`src/rtl/sram_arbiter_pkg.sv`:
```
// Shared types for the IF/MEM single-port SRAM arbiter.
// State encoding and fixed port constants.
package sram_arbiter_pkg;

  typedef enum logic [1:0] {
    ARB_IDLE = 2'd0,
    ARB_IF   = 2'd1,
    ARB_MEM  = 2'd2
  } arb_state_e;

  localparam logic [3:0]  SEL_ALL = 4'hF;
  localparam logic [31:0] ZERO32  = 32'h0;

endpackage

```
`src/rtl/sram_arbiter.sv`:
```
// Arbitrates IF fetch and MEM access onto one SRAM port.
// MEM wins conflicts; each requester is served once per stall.
import sram_arbiter_pkg::*;

module sram_arbiter #(
  parameter int WAIT_CYCLES = 1,
  parameter int CNT_W       = 2
) (
  input  logic        clk,
  input  logic        rst,
  input  logic        if_ce_i,
  input  logic [31:0] if_addr_i,
  output logic [31:0] if_data_o,
  input  logic        mem_ce_i,
  input  logic        mem_we_i,
  input  logic [31:0] mem_addr_i,
  input  logic [3:0]  mem_sel_i,
  input  logic [31:0] mem_data_i,
  output logic [31:0] mem_data_o,
  output logic        ram_ce_o,
  output logic        ram_we_o,
  output logic [31:0] ram_addr_o,
  output logic [3:0]  ram_sel_o,
  output logic [31:0] ram_wdata_o,
  input  logic [31:0] ram_rdata_i,
  output logic        stallreq_o
);

  localparam logic [CNT_W-1:0] CNT_LOAD =
    CNT_W'(WAIT_CYCLES - 1);

  arb_state_e       state_q, state_d;
  logic [CNT_W-1:0] cnt_q, cnt_d;
  logic             if_done_q, if_done_d;
  logic             mem_done_q, mem_done_d;
  logic [31:0]      if_data_q, if_data_d;
  logic [31:0]      mem_data_q, mem_data_d;

  logic if_pend, mem_pend;
  logic last, if_fin, mem_fin;

  assign if_pend    = if_ce_i & ~if_done_q;
  assign mem_pend   = mem_ce_i & ~mem_done_q;
  assign stallreq_o = if_pend | mem_pend;
  assign last       = (cnt_q == '0);
  assign if_fin     = (state_q == ARB_IF) & last;
  assign mem_fin    = (state_q == ARB_MEM) & last;

  always_ff @(posedge clk or negedge rst) begin
    if (!rst) begin
      state_q <= ARB_IDLE;
      cnt_q   <= '0;
    end else begin
      state_q <= state_d;
      cnt_q   <= cnt_d;
    end
  end

  always_comb begin
    state_d = state_q;
    cnt_d   = cnt_q;
    unique case (state_q)
      ARB_IDLE: begin
        cnt_d = CNT_LOAD;
        if (mem_pend)     state_d = ARB_MEM;
        else if (if_pend) state_d = ARB_IF;
      end
      ARB_IF, ARB_MEM: begin
        if (last) state_d = ARB_IDLE;
        else      cnt_d   = cnt_q - 1'b1;
      end
      default: state_d = ARB_IDLE;
    endcase
  end

  always_comb begin
    ram_ce_o    = 1'b0;
    ram_we_o    = 1'b0;
    ram_addr_o  = ZERO32;
    ram_sel_o   = 4'h0;
    ram_wdata_o = ZERO32;
    unique case (state_q)
      ARB_IF: begin
        ram_ce_o   = 1'b1;
        ram_addr_o = if_addr_i;
        ram_sel_o  = SEL_ALL;
      end
      ARB_MEM: begin
        ram_ce_o    = 1'b1;
        ram_we_o    = mem_we_i;
        ram_addr_o  = mem_addr_i;
        ram_sel_o   = mem_sel_i;
        ram_wdata_o = mem_data_i;
      end
      default: ;
    endcase
  end

  // A flag set on the final access edge wins over the stall-free clear.
  always_comb begin
    if_done_d  = if_fin  | (if_done_q  & stallreq_o);
    mem_done_d = mem_fin | (mem_done_q & stallreq_o);
    if_data_d  = if_fin ? ram_rdata_i : if_data_q;
    mem_data_d = (mem_fin & ~mem_we_i) ? ram_rdata_i
                                       : mem_data_q;
  end

  always_ff @(posedge clk or negedge rst) begin
    if (!rst) begin
      if_done_q  <= 1'b0;
      mem_done_q <= 1'b0;
      if_data_q  <= '0;
      mem_data_q <= '0;
    end else begin
      if_done_q  <= if_done_d;
      mem_done_q <= mem_done_d;
      if_data_q  <= if_data_d;
      mem_data_q <= mem_data_d;
    end
  end

  assign if_data_o  = if_data_q;
  assign mem_data_o = mem_data_q;

endmodule

```
`config.mk`:
```
export PLATFORM = sky130hd
export DESIGN_NAME = sram_arbiter
export DESIGN_NICKNAME = d
export VERILOG_FILES = /design/src/rtl/sram_arbiter_pkg.sv /design/src/rtl/sram_arbiter.sv
export SDC_FILE = /design/constraint.sdc
export NUM_CORES = 1
export LEC_CHECK = 0
export ABC_AREA = 1
export CORE_ASPECT_RATIO = 0.9
export CORE_MARGIN = 8
export CORE_UTILIZATION = 34
export DETAILED_ROUTE_END_ITERATION = 8
export HOLD_SLACK_MARGIN = 0.15
export PLACE_DENSITY = 0.88
export SYNTH_ARGS = -nofsm -noshare
export SYNTH_HDL_FRONTEND = slang
export SYNTH_SLANG_ARGS = --single-unit
```
`constraint.sdc`:
```
create_clock -name clk -period 1.59 [get_ports clk]
set_input_delay 0.318 -clock clk [delete_from_list [all_inputs] [get_ports clk]]
set_output_delay 0.318 -clock clk [all_outputs]
set_load 0.05 [all_outputs]
```
==> run summary <==
For this run the aggregate overflow at the end of global routing stands at 0. The initial cell density of the core is about a third. The count of nets left with antenna violations once routing finished came out at 0. The total leakage power came out at roughly 3.9 nW. The number of register bits inferred by synthesis came out at 70.

The number of CTS-inserted buffers came out at 9. The per-instance average area after synthesis came out at ~7.7 um^2. The synthesized-area fraction occupied by and/or/nand/nor cells came out at between 15 and 20%.

The post-route cell area is 8940 um^2. The maximum clock insertion buffer count came out at 2. The height of the die is around 110 um.

The number of antenna violations at the first check in global routing came out at 0. Summed over all failing endpoints, the final setup total negative slack is -39.31 ns. The total via count after detailed routing is around 4600. The average routed wire per standard cell is roughly 24 um. The total of max-cap violations came out at 0.

The critical path is of the reg2out type. The worst hold path belongs to the class reg2reg. The die outline width is roughly 120 um. The later pin in the worst-skew pair is clocked with a latency of 0.32 ns. The start point of the critical path is state_q[0]. The worst setup path is launched from a flop. The startpoint identified for the worst hold timing path is mem_data_o[25]. The H-tree depth is 3. The synthesized netlist devotes 0% of its cell area to XOR and XNOR gates. The row count is 35.

The number of iterations in the first detailed-routing pass came out at 5. The worst setup slack after placement is -0.211 ns. The final cell count without fillers is 908. Of the post-synthesis cell area, the part taken by muxes is 0%.

Synthesis instantiated 19 different standard cells from the library. For this run, design rule violations remaining after detail routing come to 0. The total count of hold-check failures in the final report is 0.

Setup repair after global routing could not meet its margin everywhere. For this design the ratio of total power to cell area is approximately 2400 nW/um^2. The number of nets in the synthesized netlist is 611. The actual slew at the worst max-slew pin is about 0.37 ns.

The TritonCTS clock tree is built. The flow ran to the end, but the final reports show violations. The total length of routed wires came out at around 22 mm. The worst setup path is captured at a primary output. The final reports fail on setup timing.

The total chip power is roughly 22 mW. Counting tap cells, the placed design contains a total of 860 instances. The launch instance of the worst register-to-register path is state_q[0]. The clock tree skew after final layout came out at between 0.009 and 0.01 ns. The share of synthesized area occupied by flip-flops and latches is between 40% and 50%. The share of the cycle needed by the critical path after routing came out at 135%. The critical path required time came out at roughly 1.3 ns. The half-perimeter wire length of the detailed placement result is between 10 and 15 mm.

The setup violation total in the final timing report came out at 103. The highest clock rate is between 400 and 500 MHz. The fill cell instance count of the final layout is between 400 and 500.

For this run, the total global-route usage over all layers was measured as 24.2%. The number of max-slew violations in the final report is 0. The final period demand of the worst path is 2.14 ns. The cell area after placement came out at roughly 7800 um^2. The highest net fanout along the worst path is 8. The TritonCTS sink count is 70. The root buffer cell is clkbuf_16. The complex-gate fraction of the synthesized area came out at between 10% and 20%. The synthesis-to-finish area growth came out at 147%. The die footprint is about 14000 um^2.

The post-detailed-route via-to-cell ratio is between 5 and 6. The count of buffers added on input and output ports is 271. The headroom to the max-slew limit is between 70 and 80%. The first-pass GRT wire length came out at between 20 and 30 mm. The via count of the first global-routing pass is 4713. Entering global routing, the biggest net connects 71 pins.

The placer congestion estimate is just over 0.8. The post-synthesis share of cell area spent on full adders, half adders and majority gates came out at about 2.1%. The highest ir drop seen on vdd is ~2200 uV. The core region is ~10000 um^2. The clock-pin slew of the registers on the worst-case setup and hold paths came out at roughly 0.06 ns.

After synthesis, the largest family of logic cells by area is simple AND/OR/NAND/NOR gates. The number of nets in the layout is between 900 and 1000. The number of ports placed on the die boundary is 272.

The synthesized instance count came out at about 470. Of the cells placed in the final design, the portion with a size suffix greater than 1 is 47.6%. The area of the mapped netlist came out at approximately 3600 um^2. The starting DRC count in detailed routing came out at 343. The final worst-path setup slack is -0.552 ns. Data on the critical path arrives at its endpoint at 1.82 ns. The number of synthesis warnings is 0.
## per-stage QoR
stage | util (%) | hold slack [ns]
4_1_cts | 81.2 | 0.485
6_report | 86.8 | 0.481
3_3_place_gp | 75.6 | 0.361
2_1_floorplan | - | 0.0224
3_5_place_dp | 75.6 | 0.368
5_1_grt | 86.8 | 0.507
## worst paths after layout
kind	cells after the start	slack (ns)	endpoint
max	7	-0.55	ram_addr_o[30]
min in group asynchronous	3	0.55	if_data_o[31]
min	2	0.48	mem_data_o[25]
max in group asynchronous	3	0.72	if_data_o[27]
min reg2reg	2	0.48	mem_data_o[25]
max reg2reg	8	-0.27	mem_data_o[11]
## where the power goes
group          internal (mW)  total [mW]  switching [mW]
registers               2.62        3.19           0.575
clock network           1.38        2.14           0.759
logic                   6.52        16.2            9.65
total                   10.5        21.5            11.0
## synth_stat cells
| library cell | number | area (um^2) |
|---|---|---|
| a21oi_1 | 36 | 180 |
| buf_1 | 3 | 11.3 |
| buf_2 | 12 | 60.1 |
| buf_4 | 1 | 7.51 |
| buf_6 | 7 | 78.8 |
| clkbuf_1 | 4 | 15.0 |
| clkbuf_2 | 1 | 5.00 |
| dfrtp_1 | 70 | 1750 |
| ha_1 | 6 | 75.1 |
| inv_1 | 75 | 282 |
| inv_2 | 1 | 3.75 |
| nand2_1 | 179 | 672 |
| nand3_1 | 3 | 15.0 |
| nand4_1 | 1 | 6.26 |
| o21ai_0 | 35 | 175 |
| o21ai_1 | 2 | 10.0 |
| o21ai_2 | 30 | 263 |
| o22ai_1 | 1 | 6.26 |
| or2_1 | 1 | 6.26 |
## flip-flops by register name, summed over array words and instances, names as in the netlist
register	flops
cnt_q	2
if_data_o	32
state_q	2
if_done_q	1
mem_done_q	1
mem_data_o	32
## placed cells by master, fill, tap and decap left out, drive strengths merged
cell type,Yosys,routed
a21oi,36,36
buf,23,176
bufinv,0,2
clkbuf,5,19
clkdlybuf4s50,0,135
clkinv,0,2
clkinvlp,0,32
dfrtp,70,70
diode,0,1
dlygate4sd3,0,1
ha,6,6
inv,76,46
nand2,179,180
nand3,3,3
nand4,1,1
o21ai,67,67
o22ai,1,1
or2,1,1
## logic make-up after synthesis
group           Yosys count
fa+ha+maj                 6
flops                    70
buf+inv                 104
compound gates          104
simple gates            184
## repair_timing
| item | CTS | global route |
|---|---|---|
| setup buffers | 6 | 10 |
| pin swaps | 20 | 34 |
| resized for setup | 38 | 84 |
| endpoints found under the setup margin | 102 | 131 |
| hold buffers | 1 | 0 |
| endpoints found under the hold margin | 70 | 0 |
| gates cloned | 2 | 14 |
## critical path: stages, from the launching register on
cell and delay (ns):
dfrtp_1 0.41, inv_2 0.14, ha_4 0.21, buf_6 0.12, buf_16 0.15, nand2_2 0.10, a21oi_4 0.20, buf_12 0.16
## cell type report
cell class / instances / area, um^2 / area share (%)
timing repair buffer: 321 / 4170 / 46.6
multi-input combinational: 295 / 2120 / 23.7
sequential: 70 / 1750 / 19.6
inverter: 76 / 409 / 4.58
clock buffer: 10 / 229 / 2.56
tap: 129 / 161 / 1.81
clock inverter: 6 / 93.8 / 1.05
antenna: 1 / 2.50 / 0.0280
## layer usage
layer  part of all wire (%)  vias to the layer above  global-route usage, %
met1                     36                     2227                   25.7
met5                      0                        -                      0
met4                    4.3                        0                   8.56
li1                       -                     2044                      -
met2                     53                      267                   45.1
met3                    7.6                       58                   6.91
(Power assumes the default switching activity.)
